==> src/rtl/wbo_port_gen.sv <==
// Wishbone slave output port: byte-lane writes, SET/CLR/TGL atomic modes and
// a programmable wait-state ACK generator. PRT_O and DAT_O both show Q directly.
module wbo_port_gen #(
    parameter int              DAT_W       = 8,
    parameter int              WAIT_STATES = 0,
    parameter logic [DAT_W-1:0] RST_VAL    = '0
) (
    input  logic               CLK_I,
    input  logic               RST_I,
    input  logic               CYC_I,
    input  logic               STB_I,
    input  logic               WE_I,
    input  logic [1:0]         ADR_I,
    input  logic [DAT_W/8-1:0] SEL_I,
    input  logic [DAT_W-1:0]   DAT_I,
    output logic [DAT_W-1:0]   DAT_O,
    output logic               ACK_O,
    output logic [DAT_W-1:0]   PRT_O
);

    localparam int NLANES = DAT_W / 8;
    // Counter preload; only meaningful when WAIT_STATES > 0.
    localparam logic [3:0] WAIT_INIT = (WAIT_STATES > 0) ? 4'(WAIT_STATES - 1) : 4'd0;

    localparam logic [1:0] ADR_DATA = 2'd0;
    localparam logic [1:0] ADR_SET  = 2'd1;
    localparam logic [1:0] ADR_CLR  = 2'd2;

    typedef enum logic [1:0] {
        ST_IDLE = 2'd0,
        ST_WAIT = 2'd1,
        ST_ACK  = 2'd2
    } state_t;

    state_t           state_q, state_d;
    logic [3:0]       cnt_q, cnt_d;
    logic [DAT_W-1:0] q_q, q_d;
    logic             req;
    logic             ack;
    logic             commit;

    assign req    = CYC_I & STB_I;
    assign ack    = (state_q == ST_ACK) & req;
    assign commit = ack & WE_I;

    always_ff @(posedge CLK_I or negedge RST_I) begin
        if (!RST_I) begin
            state_q <= ST_IDLE;
            cnt_q   <= 4'd0;
            q_q     <= RST_VAL;
        end else begin
            state_q <= state_d;
            cnt_q   <= cnt_d;
            q_q     <= q_d;
        end
    end

    always_comb begin
        state_d = state_q;
        cnt_d   = cnt_q;
        case (state_q)
            ST_IDLE: begin
                if (req) begin
                    if (WAIT_STATES > 0) begin
                        state_d = ST_WAIT;
                        cnt_d   = WAIT_INIT;
                    end else begin
                        state_d = ST_ACK;
                    end
                end
            end
            ST_WAIT: begin
                // A dropped strobe abandons the beat; nothing is committed.
                if (!req) begin
                    state_d = ST_IDLE;
                    cnt_d   = 4'd0;
                end else if (cnt_q == 4'd0) begin
                    state_d = ST_ACK;
                end else begin
                    cnt_d = cnt_q - 4'd1;
                end
            end
            ST_ACK: begin
                state_d = ST_IDLE;
                cnt_d   = 4'd0;
            end
            default: begin
                state_d = ST_IDLE;
                cnt_d   = 4'd0;
            end
        endcase
    end

    for (genvar gi = 0; gi < NLANES; gi++) begin : g_lane
        logic [7:0] cur_lane;
        logic [7:0] din_lane;
        logic [7:0] new_lane;

        assign cur_lane = q_q[gi*8 +: 8];
        assign din_lane = DAT_I[gi*8 +: 8];

        always_comb begin
            new_lane = cur_lane;
            case (ADR_I)
                ADR_DATA: new_lane = din_lane;
                ADR_SET:  new_lane = cur_lane | din_lane;
                ADR_CLR:  new_lane = cur_lane & ~din_lane;
                default:  new_lane = cur_lane ^ din_lane;
            endcase
        end

        assign q_d[gi*8 +: 8] = (commit && SEL_I[gi]) ? new_lane : cur_lane;
    end

    assign ACK_O = ack;
    assign DAT_O = q_q;
    assign PRT_O = q_q;

endmodule

==> config.mk <==
export PLATFORM = sky130hd
export DESIGN_NAME = wbo_port_gen
export DESIGN_NICKNAME = d
export VERILOG_FILES = /design/src/rtl/wbo_port_gen.sv
export SDC_FILE = /design/constraint.sdc
export NUM_CORES = 1
export LEC_CHECK = 0
export CAP_MARGIN = 10
export CORE_UTILIZATION = 48
export DETAILED_ROUTE_END_ITERATION = 10
export HOLD_SLACK_MARGIN = 0.15
export PLACE_DENSITY = 0.85
export SLEW_MARGIN = 20
export SYNTH_ARGS = -nofsm -noshare
export SYNTH_HDL_FRONTEND = slang
export SYNTH_SLANG_ARGS = --single-unit
export TNS_END_PERCENT = 5
==> constraint.sdc <==
create_clock -name CLK_I -period 2.8 [get_ports CLK_I]
set_input_delay 0.7 -clock CLK_I [delete_from_list [all_inputs] [get_ports CLK_I]]
set_output_delay 0.7 -clock CLK_I [all_outputs]
set_load 0.05 [all_outputs]
Word level (Yosys, flattened, before mapping)
Cells that the tools add are included.
{"block": "op_classes", "addsub": 1, "n_eq_ne": 7, "mux": 8, "bitwise_logic": 8, "reduce_logical": 6}
{"op": "8-bit case mux with 3 select lines", "n": 1}
{"op": "8-bit AND", "n": 1}
{"op": "4-bit 2-to-1 mux", "n": 2}
{"op": "8-bit NOT", "n": 1}
{"op": "8-bit bitwise OR", "n": 1}
{"op": "4-bit case mux with 2 select lines", "n": 1}
{"op": "8-bit XOR", "n": 1}
{"op": "2-bit 2-to-1 mux", "n": 3}
{"op": "3-bit inequality test (second input constant)", "n": 2}
{"op": "2-bit by 1-bit equality test with 1-bit output (second input constant)", "n": 2}
{"op": "2-bit equality test (second input constant)", "n": 2}
{"op": "2-bit logical NOT", "n": 2}
{"op": "4-bit logical NOT", "n": 1}
{"op": "2-bit case mux with 2 select lines", "n": 1}
{"op": "2-bit AND reduction", "n": 2}
{"op": "4-bit by 1-bit subtractor with 4-bit output (second input constant)", "n": 1}
{"op": "1-bit AND", "n": 3}
{"op": "2-bit inequality test (second input constant)", "n": 1}
{"op": "1-bit logical AND", "n": 1}
{"op": "1-bit NOT", "n": 1}
{"block": "totals", "ff_bits": 14, "in_bits": 16, "output_inout_bits": 17, "wordCells": 33}

Longest topological paths before layout
{"block": "logic_depth", "ltp_word": 4, "depth_mapped": 5, "mapped_depth_nobuf": 5}

Worst setup path after synthesis
No wires, ideal clock.
{"block": "synth_timing", "kind": "input-to-reg", "from": "input CYC_I", "to": "register q_q[0] (netlist: DAT_O[0])", "setup_ns": 0.125, "arrival_time_ns": 1.853, "t_required_ns": 2.675, "setup_slack_ns": 0.822, "stages": 4, "path_buffers": 1, "cell_sequence": "and3_1 > and3_1 > buf_4 > mux2_4"}
{"block": "synth_via", "elab_chain_cells": 4}
{"item": "start: declaration", "line_no": "10", "rtl": "input logic CYC_I,"}
{"item": "1-bit AND", "line_no": "42", "rtl": "assign req = CYC_I & STB_I;"}
{"item": "1-bit AND", "line_no": "43", "rtl": "assign ack = (state_q == ST_ACK) & req;"}
{"item": "1-bit AND", "line_no": "44", "rtl": "assign commit = ack & WE_I;"}
{"item": "1-bit logical AND", "line_no": "112", "rtl": "assign q_d[gi*8 +: 8] = (commit && SEL_I[gi]) ? new_lane : cur_lane;"}
{"item": "end signal: assignment", "line_no": "54", "rtl": "q_q <= q_d;"}
{"item": "end: declaration", "line_no": "37", "rtl": "logic [DAT_W-1:0] q_q, q_d;"}
No other way between the ends.
A chain may end at the register's enable or synchronous reset.

Final worst setup path
{"block": "layout_timing", "from": "input CYC_I", "to": "output ACK_O"}
{"block": "layout_via", "elab_chain_cells": 2}
{"item": "1-bit AND", "line_no": "42"}
{"item": "1-bit AND", "line_no": "43"}
{"item": "end: declaration", "line_no": "17", "rtl": "output logic ACK_O,"}
No other way between the ends.

==> impl_metrics.py <==
metrics = {
    "global_route": {
        "grt_max_degree": 10,
        "grt.total_usage": 0.182,
        "first_global_vias": 645,
        "grt_overflow": 0,
        "grt_pass1_wl_mm": 2.71,
        "grt_antenna_before_repair": 0,
    },
    "layout": {
        "synthToLayoutAreaGrowth_pct": 32.2,
        "design.final.nets": 138,
        "diodes": 0,
        "layout-drive-gt1-share": 0.190,
    },
    "power_and_ir_drop": {
        "p_leak_nw": 0.599,
        "vdd_ir_drop_max_mv": 0.318,
        "p_total_mw": 0.701,
        "power.density_mw_per_mm2": 573,
    },
    "placement": {
        "hpwl_mm": 1.37,
        "pre_cts_ws_ns": 0.336,
        "io_buffer_count": 32,
        "gp_congestion": 0.727,
    },
    "sta": {
        "rsz0062_at_grt": "no",
        "drv_slew": 0,
        "fmax_mhz": 445,
        "setup_ws_ns": 0.551,
        "setup_tns_ns": 0,
        "worst_pin_slew_ns": 0.559,
        "min_period_ns": 2.25,
        "finalHoldViolCount": 0,
        "finalCritPeriodShare": 0.803,
        "relSlewSlack": 0.627,
        "finalSetupViolations": 0,
        "finClkSkew_ns": 0.00160,
    },
    "clock_tree": {
        "clock-sinks": 9,
        "cts_tree": "done",
        "post_cts_buffers": 0,
        "clkLatencyLatePin_ns": 0.26,
        "clkTransAtPathRegs_ns": 0.06,
        "htree_levels": 1,
        "cts_made_buffers": 3,
        "cts_hold_buf": 0,
        "cts-root-buf": "clkbuf_4",
        "cts.path.max_buffers": 2,
        "post_cts_resized": 0,
    },
    "synthesis": {
        "synth_area_um2": 926,
        "ys_top_cells_by_count": "inv_1, ha_1, buf_4, dfrtp_1",
        "synthArstFlopShare": 1.00,
        "synth_seq_cells": 9,
        "synth_cell_types": 10,
        "synth_area_per_cell_um2": 11.6,
        "synth_edf_count": 0,
        "yosysTopAreaCellShare": 0.243,
        "yosys-top-cells-area": "dfrtp_1, ha_1, mux4_2",
        "ys.flop_type": "dfrtp_1",
        "synth_warnings": 0,
        "yosysMostFrequentCell": "inv_1",
        "synth_seq_area_share": 0.243,
        "yosys.area.top_type": "dfrtp_1",
        "synth_nets": 112,
        "syn_inst": 80,
    },
    "run_status": {
        "status": "completed",
    },
    "setup_path": {
        "crit_required_ns": 2.10,
        "critPathKind": "in2out",
        "reg2reg_from": "DAT_O[1]",
        "ff2ff_path_depth": 4,
        "r2r_slack_ns": 1.16,
        "crit_fanout": 2,
        "cp-startpoint": "CYC_I",
        "cp.arrival_ns": 1.55,
        "reg2reg_to": "DAT_O[1]",
        "critPathCaptureType": "output port",
        "worstSetupStartpointType": "primary input",
    },
    "drt": {
        "drc": 0,
        "detail_route.wl_per_cell_um": 12.9,
        "vias": 627,
        "vias_per_cell": 4.82,
        "detail-route-antenna-nets": 0,
        "drt_wl_total_mm": 1.68,
        "initialDrtViolationCount": 7,
        "first_pass_iters": 3,
    },
    "hold_path": {
        "hold_start": "state_q[1]",
        "hold_path_depth": 1,
        "hold_path_class": "reg2reg",
        "hold_path_end": "state_q[1]",
    },
    "die": {
        "die_h_um": 45.9,
        "core_mm2": 0.00176,
        "initial_core_util": 0.525,
        "rows": 15,
        "pin_count": 33,
        "die_x_um": 45.9,
        "die_area_mm2": 0.00211,
    },
    "run": {
        "max_cap_viol_count": 0,
    },
}
[layer usage]
| layer | up-vias | share of wire | global-route usage |
|---|---|---|---|
| met5 | - | 0 | 0 |
| met4 | 0 | 0.017 | 0.0471 |
| met3 | 2 | 0.059 | 0.0397 |
| met2 | 24 | 0.52 | 0.324 |
| met1 | 304 | 0.40 | 0.219 |
| li1 | 297 | - | - |
[stage by stage]
step	util	cell area (µm²)	cells	hold slack [ns]
after floorplan	-	926	80	0.393
after global placement	0.679	1200	126	0.406
after detailed placement	0.679	1200	126	0.433
after CTS	0.694	1220	130	0.441
after global routing	0.694	1220	130	0.455
final	0.694	1220	130	0.441
[state kept, by name (all words and copies together), names as in the netlist]
| name | flops |
|---|---|
| state_q | 1 |
| DAT_O | 8 |
[kinds of logic after synthesis]
family	count (synthesis)	share of synthesized area
and+or+nand+nor	4	0.0216
DFF	9	0.243
buffers and inverters	35	0.195
muxes	16	0.324
adders and majority gates	16	0.216
[layout make-up]
class                           instances  area [µm²]
Timing Repair Buffer                   32         330
Sequential cell                         9         225
Fill cell                             136         541
Inverter                               24        90.1
Multi-Input combinational cell         36         520
Clock buffer                            4        26.3
Tap cell                               25        31.3
[power breakdown]
group          switching (mW)  internal [mW]  total (mW)
logic                   0.238          0.174       0.412
registers              0.0336          0.154       0.187
clock network          0.0465         0.0550       0.101
[placed cells by master (no fill, tap or decap), drive strengths merged]
cell | netlist | final
and3 | 2 | 2
mux4 | 8 | 8
clkbuf | 0 | 4
nand2 | 1 | 1
clkdlybuf4s50 | 0 | 31
inv | 24 | 24
mux2 | 8 | 8
nor2 | 1 | 1
ha | 16 | 16
dfrtp | 9 | 9
buf | 11 | 1
[worst max path at each step]
| stage | end | slack, ns | cells past startpoint |
|---|---|---|---|
| CTS | DAT_O[1] | 0.56 | 1 |
| detailed placement | DAT_O[2] | 0.34 | 3 |
| global route | PRT_O[6] | 0.49 | 1 |
| global placement | DAT_O[4] | 0.36 | 3 |
| finish | ACK_O | 0.55 | 3 |
| floorplan | DAT_O[0] | 0.82 | 4 |
[critical path: stages]
cell             delay (ns)
clkdlybuf4s50_1        0.48
and3_1                 0.22
buf_12                 0.15
Note: power is estimated with default switching activity, not from simulation.
